--- config.mk ---
export PLATFORM = sky130hd
export DESIGN_NAME = calibration_list_loader
export DESIGN_NICKNAME = d
export VERILOG_FILES = /design/src/rtl/cal_pkg.sv /design/src/rtl/ascii_char_classify.sv /design/src/rtl/calibration_list_loader.sv
export SDC_FILE = /design/constraint.sdc
export NUM_CORES = 1
export LEC_CHECK = 0
export ABC_AREA = 1
export BUFFER_PORTS_ARGS = -buffer_cell sky130_fd_sc_hd__clkbuf_2
export CORE_UTILIZATION = 45
export DETAILED_ROUTE_END_ITERATION = 16
export GPL_TIMING_DRIVEN = 1
export PLACE_DENSITY = 0.71
export SETUP_SLACK_MARGIN = 0.1
export SYNTH_ARGS = -nofsm -noshare
export SYNTH_HDL_FRONTEND = slang
export SYNTH_HIERARCHICAL = 1
export SYNTH_SLANG_ARGS = --single-unit
--- constraint.sdc ---
create_clock -name CLK -period 4.95 [get_ports CLK]
set_input_delay 1.2375 -clock CLK [delete_from_list [all_inputs] [get_ports CLK]]
set_output_delay 1.2375 -clock CLK [all_outputs]
set_load 0.01 [all_outputs]
--- src/rtl/cal_pkg.sv ---
// Shared types and constants for the calibration list loader.
package cal_pkg;

  localparam int unsigned DATA_WIDTH_DEF = 20;
  localparam int unsigned ADDR_WIDTH_DEF = 10;

  localparam logic [7:0] PLUS    = 8'h2B;
  localparam logic [7:0] MINUS   = 8'h2D;
  localparam logic [7:0] LF      = 8'h0A;
  localparam logic [7:0] CR      = 8'h0D;
  localparam logic [7:0] DIGIT_0 = 8'h30;

  typedef enum logic [1:0] {IDLE, LINE, WRITE, DONE} state_e;

endpackage

--- src/rtl/ascii_char_classify.sv ---
// Decodes one ASCII byte into the character classes the line parser cares about.
module ascii_char_classify
  import cal_pkg::*;
(
  input  logic [7:0] char_i,
  output logic       is_digit_o,
  output logic       is_sign_o,
  output logic       is_neg_o,
  output logic       is_lf_o,
  output logic       is_cr_o,
  output logic [3:0] digit_o
);

  logic [7:0] offset;

  // Pure decode; digit_o is only meaningful when is_digit_o is set.
  always_comb begin
    offset     = char_i - DIGIT_0;
    is_digit_o = (char_i >= DIGIT_0) && (char_i <= DIGIT_0 + 8'd9);
    is_sign_o  = (char_i == PLUS) || (char_i == MINUS);
    is_neg_o   = (char_i == MINUS);
    is_lf_o    = (char_i == LF);
    is_cr_o    = (char_i == CR);
    digit_o    = offset[3:0];
  end

endmodule

--- src/rtl/calibration_list_loader.sv ---
// Parses an ASCII stream of signed decimal lines and writes each value into the
// calibration list. Define CAL_LOADER_SUM_EN to add the running-sum output sum_out.
module calibration_list_loader
  import cal_pkg::*;
#(
  parameter int unsigned DATA_WIDTH = DATA_WIDTH_DEF,
  parameter int unsigned ADDR_WIDTH = ADDR_WIDTH_DEF
) (
  input  logic                         CLK,
  input  logic                         RST,
  input  logic                         start,
  input  logic                         byte_valid,
  output logic                         byte_ready,
  input  logic [7:0]                   byte_data,
  input  logic                         byte_last,
  output logic                         wr_en,
  output logic [ADDR_WIDTH-1:0]        wr_addr,
  output logic signed [DATA_WIDTH-1:0] wr_data,
  output logic [ADDR_WIDTH-1:0]        list_length,
  output logic                         busy,
  output logic                         done,
`ifdef CAL_LOADER_SUM_EN
  output logic signed [DATA_WIDTH-1:0] sum_out,
`endif
  output logic                         error
);

  localparam int unsigned AccW = DATA_WIDTH + 4;
  localparam logic [AccW-1:0] MagMax = AccW'(1) << (DATA_WIDTH - 1);
  localparam logic [ADDR_WIDTH-1:0] ListMax = '1;

  state_e                  state_q, state_d;
  logic [DATA_WIDTH-1:0]   acc_q, acc_d;
  logic                    neg_q, neg_d;
  logic                    sign_seen_q, sign_seen_d;
  logic                    digit_seen_q, digit_seen_d;
  logic                    last_q, last_d;
  logic                    error_q, error_d;
  logic [ADDR_WIDTH-1:0]   len_q, len_d;
`ifdef CAL_LOADER_SUM_EN
  logic [DATA_WIDTH-1:0]   sum_q, sum_d;
`endif

  logic                    cls_is_digit, cls_is_sign, cls_is_neg, cls_is_lf, cls_is_cr;
  logic [3:0]              cls_digit;
  logic [AccW-1:0]         acc_ext;
  logic [DATA_WIDTH-1:0]   value;
  logic                    bad, commit;

  ascii_char_classify u_classify (
    .char_i     (byte_data),
    .is_digit_o (cls_is_digit),
    .is_sign_o  (cls_is_sign),
    .is_neg_o   (cls_is_neg),
    .is_lf_o    (cls_is_lf),
    .is_cr_o    (cls_is_cr),
    .digit_o    (cls_digit)
  );

  // Next-state, line parsing and list write strobe.
  always_comb begin
    state_d      = state_q;
    acc_d        = acc_q;
    neg_d        = neg_q;
    sign_seen_d  = sign_seen_q;
    digit_seen_d = digit_seen_q;
    last_d       = last_q;
    error_d      = error_q;
    len_d        = len_q;
`ifdef CAL_LOADER_SUM_EN
    sum_d        = sum_q;
`endif
    byte_ready   = 1'b0;
    wr_en        = 1'b0;
    wr_addr      = '0;
    wr_data      = '0;
    bad          = 1'b0;
    commit       = 1'b0;
    // Wide accumulate so the overflow check sees the true magnitude.
    acc_ext      = AccW'(acc_q) * AccW'(10) + AccW'(cls_digit);
    value        = neg_q ? -acc_q : acc_q;

    unique case (state_q)
      IDLE, DONE: begin
        if (start) begin
          state_d      = LINE;
          len_d        = '0;
          error_d      = 1'b0;
          acc_d        = '0;
          neg_d        = 1'b0;
          sign_seen_d  = 1'b0;
          digit_seen_d = 1'b0;
          last_d       = 1'b0;
`ifdef CAL_LOADER_SUM_EN
          sum_d        = '0;
`endif
        end
      end
      LINE: begin
        byte_ready = 1'b1;
        if (byte_valid) begin
          if (cls_is_digit) begin
            // -2**(W-1) is representable, +2**(W-1) is not.
            if ((acc_ext > MagMax) || ((acc_ext == MagMax) && !neg_q)) begin
              bad = 1'b1;
            end else begin
              acc_d        = acc_ext[DATA_WIDTH-1:0];
              digit_seen_d = 1'b1;
            end
          end else if (cls_is_sign) begin
            if (sign_seen_q || digit_seen_q) begin
              bad = 1'b1;
            end else begin
              sign_seen_d = 1'b1;
              neg_d       = cls_is_neg;
            end
          end else if (cls_is_lf) begin
            if (digit_seen_q) begin
              commit = 1'b1;
            end else begin
              acc_d        = '0;
              neg_d        = 1'b0;
              sign_seen_d  = 1'b0;
              digit_seen_d = 1'b0;
            end
          end else if (!cls_is_cr) begin
            bad = 1'b1;
          end

          if (bad) begin
            error_d = 1'b1;
            state_d = DONE;
          end else if (commit) begin
            state_d = WRITE;
            last_d  = byte_last;
          end else if (byte_last) begin
            // Final byte with an unterminated number still gets committed.
            if (digit_seen_d) begin
              state_d = WRITE;
              last_d  = 1'b1;
            end else begin
              state_d = DONE;
            end
          end
        end
      end
      WRITE: begin
        if (len_q == ListMax) begin
          error_d = 1'b1;
          state_d = DONE;
        end else begin
          wr_en   = 1'b1;
          wr_addr = len_q;
          wr_data = value;
          len_d   = len_q + 1'b1;
`ifdef CAL_LOADER_SUM_EN
          sum_d   = sum_q + value;
`endif
          state_d = last_q ? DONE : LINE;
        end
        acc_d        = '0;
        neg_d        = 1'b0;
        sign_seen_d  = 1'b0;
        digit_seen_d = 1'b0;
        last_d       = 1'b0;
      end
      default: state_d = IDLE;
    endcase
  end

  // State and datapath registers.
  always_ff @(posedge CLK or negedge RST) begin
    if (!RST) begin
      state_q      <= IDLE;
      acc_q        <= '0;
      neg_q        <= 1'b0;
      sign_seen_q  <= 1'b0;
      digit_seen_q <= 1'b0;
      last_q       <= 1'b0;
      error_q      <= 1'b0;
      len_q        <= '0;
`ifdef CAL_LOADER_SUM_EN
      sum_q        <= '0;
`endif
    end else begin
      state_q      <= state_d;
      acc_q        <= acc_d;
      neg_q        <= neg_d;
      sign_seen_q  <= sign_seen_d;
      digit_seen_q <= digit_seen_d;
      last_q       <= last_d;
      error_q      <= error_d;
      len_q        <= len_d;
`ifdef CAL_LOADER_SUM_EN
      sum_q        <= sum_d;
`endif
    end
  end

  assign busy        = (state_q == LINE) || (state_q == WRITE);
  assign done        = (state_q == DONE);
  assign error       = error_q;
  assign list_length = len_q;
`ifdef CAL_LOADER_SUM_EN
  assign sum_out     = sum_q;
`endif

endmodule

==> PnR_summary.wiki <==
{| class="wikitable"
! Metric !! Value
|-
| Dominant cell type by area after synthesis || dfrtp_1
|-
| Number of cell instances on the worst register-to-register path || 22
|-
| Final sum of negative setup slack || 0 ns
|-
| Io pins || 58
|-
| Number of slew-limit violations in the final report || 0
|-
| Deepest clock path buffer count || 2
|-
| Post-CTS setup buffers || 0
|-
| Number of filler instances in the final layout || 1112
|-
| Count of H-tree levels built during CTS || 2
|-
| Growth of design area from synthesis to finish || 8.42%
|-
| Syn Std Cell Area || 4930 µm²
|-
| Worst Skew || 0.00604 ns
|-
| # resized after CTS || 0
|-
| Most frequent CP cell || inv_1
|-
| Clock latency on the worst-skew pair || 0.29 ns
|-
| Number of buffers added on ports || 57
|-
| Synth top area share || 0.188
|-
| Net Count, Synth || 825
|-
| Site Rows || 37
|-
| Vias in the first global route || 4257
|-
| Most area-consuming cells after synthesis || dfrtp_1 19%, nand2_1 14%, ha_1 11%
|-
| Register-to-Register Setup Slack || 0.92 ns
|-
| Required time worst endpoint || 3.71 ns
|-
| Drt pass-1 iters || 5
|-
| Utilization of the core after routing || 0.511
|-
| Most numerous cell types in the synthesized netlist || 178 x nand2_1, 102 x inv_1, 84 x nor2_1
|-
| Number of antenna violations at the first check in global routing || 0
|-
| Endpoints failing setup || 0
|-
| Share of synthesized area occupied by flip-flops and latches || 0.188
|-
| Power density over the cells || 202 nW/µm²
|-
| Type of destination of the critical path || output pin
|-
| Placed wire-length estimate || 9630 µm
|-
| Floorplan Core Area || 10500 µm²
|-
| RR Startpoint || acc_q[1]$_DFFE_PN0P_
|-
| Number of DRC markers after the initial detailed-route iteration || 249
|-
| Startpoint type of the worst setup path || flop
|-
| CTS tree || yes
|-
| Number of buffers inserted for hold repair after clock tree synthesis || 0
|-
| Prevailing post-synth register cell || dfrtp_1
|-
| Initial cell density of the core || 0.472
|-
| Residual DRC count || 0
|-
| Worst IR Drop VDD || 0.193 mV
|-
| Sink Count || 37
|-
| Post-route clock period utilization || 0.818
|-
| Synth Instances || 766
|-
| Clock-pin slew on the worst setup and hold paths || 0.07 ns
|-
| Final weighted congestion in routability-driven placement || 0.853
|-
| Number of CTS-inserted buffers || 5
|-
| Number of flops mapped to enable cells by yosys || 0
|-
| Crit path DAT || 2.81 ns
|-
| Worst Path Class, Setup || reg -> out
|-
| Share of synthesized registers carrying an async set or reset || 1.00
|-
| Die width || 107 µm
|-
| Synthesis Warnings || 6
|-
| Synthesis-stage register bit count || 37
|-
| Crit path time final || 4.05 ns
|-
| Max-slew headroom || 0.376
|-
| Share of final-layout standard cells stronger than drive strength 1 || 0.197
|-
| Terminating pin of the worst hold path || error$_DFFE_PN0P_
|-
| Fin. Hold Viols || 0
|-
| Sum of overflow across all layers after global routing || 0
|-
| Critical path buffers and inverters || 3
|-
| Routed wire length || 11900 µm
|-
| Post-synth cell types || 42
|-
| First-pass GRT wire length || 19800 µm
|-
| Via density per instance || 5.06
|-
| Number of nets with antenna violations after detailed routing || 0
|-
| Reg-to-Reg End || acc_q[1]$_DFFE_PN0P_
|-
| Count of inserted antenna diode cells || 0
|-
| Largest net degree at the start of global routing || 41
|-
| Total of max-cap violations || 0
|-
| Via total after detailed routing || 4820
|-
| Most common cell in the synthesized netlist || nand2_1
|-
| Highest clock rate || 247 MHz
|-
| Hold Crit Start || error$_DFFE_PN0P_
|-
| Worst-Margin Slew || 0.936 ns
|-
| Global-route usage over all layers || 0.212
|-
| Worst Path Max Fanout || 6
|-
| Clock Root Buffer || clkbuf_8
|-
| Class of the tightest hold or removal check || reg -> reg
|-
| Cell class contributing the biggest share of worst-path delay || compound AO/OA/AOI/OAI gates
|-
| RSZ-0062 raised after global routing || no
|-
| Final routed wire length divided by cell count || 12.5 µm
|-
| Cell count along the critical path || 12
|-
| Number of nets at the end of the flow || 875
|-
| Cell leakage power || 2.81 nW
|-
| Hold Crit Depth || 2
|-
| Delay of the slowest cell on the worst path || 0.48 ns
|-
| Cells traversed along the worst timing path || inv_1 -> ha_1 -> inv_1 -> nor3_1 -> nand3_1 -> o31ai_1 -> nand2_1 -> a21oi_1 -> o21a_1 -> xor2_1 -> nor2_1 -> clkbuf_2
|-
| Die Height || 107 µm
|-
| Slowest cell on crit path || dfrtp_1
|-
| Average footprint of a synthesized cell || 6.44 µm²
|-
| Result of the run || finished clean
|-
| Die area || 11400 µm²
|}
==> power breakdown <==
| part | switching, mW | leakage (nW) | internal [mW] | total, mW |
|---|---|---|---|---|
| clock | 0.103 | 0.0443 | 0.110 | 0.214 |
| sequential | 0.0238 | 0.507 | 0.328 | 0.352 |
| combinational | 0.376 | 2.25 | 0.140 | 0.516 |
| total | 0.503 | 2.81 | 0.579 | 1.08 |
==> logic make-up (layout without fill, tap and decap cells) <==
kind of cell	Yosys count	in the layout	synth area share
XOR/XNOR	13	13	0.0231
AND/OR/NAND/NOR	442	442	0.430
buffers and inverters	126	176	0.113
flip-flops	37	37	0.188
adder cells (fa/ha/maj)	46	46	0.120
AO/OA/AOI/OAI	102	102	0.126
==> layer usage <==
metal | share of wire | up-vias | GRT usage
met5 | 0 | - | 0
li1 | - | 2595 | -
met3 | 0.036 | 12 | 0.0213
met4 | 0.012 | 0 | 0.0333
met2 | 0.46 | 84 | 0.353
met1 | 0.49 | 2129 | 0.302
==> placed cells by master (no fill, tap or decap), drive strengths merged <==
cell,Yosys,routed
nand2,219,219
ha,44,44
clkbuf,6,64
dfrtp,37,37
o21a,2,2
nor2,98,98
xor2,8,8
o21bai,1,1
or2,5,5
fa,2,2
nor3,19,19
and3,1,1
clkinv,2,2
o31ai,1,1
nand4,20,20
o21ai,47,47
xnor2,5,5
inv,107,107
o211ai,1,1
a21oi,44,44
o22ai,2,2
and2,2,2
a31oi,3,3
nand3,73,73
o211a,1,1
buf,9,3
nand3b,5,5
==> area by class of cell <==
type                       count  area, µm²  area share
multi-input combinational    603       3450       0.645
sequential                    37        926       0.173
inverter                     109        409      0.0765
timing repair buffer          60        308      0.0575
tap                          136        170      0.0318
clock buffer                   7       86.3      0.0161
==> worst reg2reg max path, cell delays in order (launching register included) <==
cell and delay [ns]:
dfrtp_1 0.48, ha_1 0.34, ha_1 0.26, fa_1 0.44, nand3_1 0.13, nand2_1 0.08
nand2_1 0.15, nand2_2 0.10, nand2_1 0.09, nand2_1 0.05, nand2_1 0.05, nand2_1 0.10
nor2_2 0.21, inv_2 0.08, nor2_4 0.13, nand2_2 0.07, xor2_1 0.22, nand2_1 0.14
nand2_2 0.08, nand3_2 0.07, nand2_4 0.48, nand2_2 0.11, o21ai_2 0.08
==> state kept, by name, summed over array words and instances, names as in the netlist <==
signal and flops:
sign_seen_q 1, list_length 10, state_q 2, acc_q 20
last_q 1, digit_seen_q 1, neg_q 1, error 1
==> worst max-delay path by stage <==
stage,slack [ns],end,startpoint
2_1_floorplan,1.28,acc_q[1]$_DFFE_PN0P_,byte_data[1]
3_3_place_gp,0.84,acc_q[1]$_DFFE_PN0P_,byte_data[1]
3_5_place_dp,0.80,acc_q[1]$_DFFE_PN0P_,byte_data[1]
4_1_cts,0.90,wr_data[18],acc_q[1]$_DFFE_PN0P_
5_1_grt,0.56,acc_q[1]$_DFFE_PN0P_,acc_q[1]$_DFFE_PN0P_
6_report,0.90,wr_data[18],acc_q[1]$_DFFE_PN0P_
==> through the flow <==
stage               worst slack [ns]  hold WS (ns)  cell area, µm²  power, mW  cells
global route                   0.557         0.501            5350       1.16    952
floorplan                       1.28         0.436            4930      0.803    766
CTS                            0.905         0.491            5350       1.09    952
global placement               0.844         0.469            5260      0.870    945
finish                         0.901         0.485            5350       1.08    952
detailed placement             0.797         0.472            5260      0.868    945
Note: power is estimated with default switching activity, not from simulation.
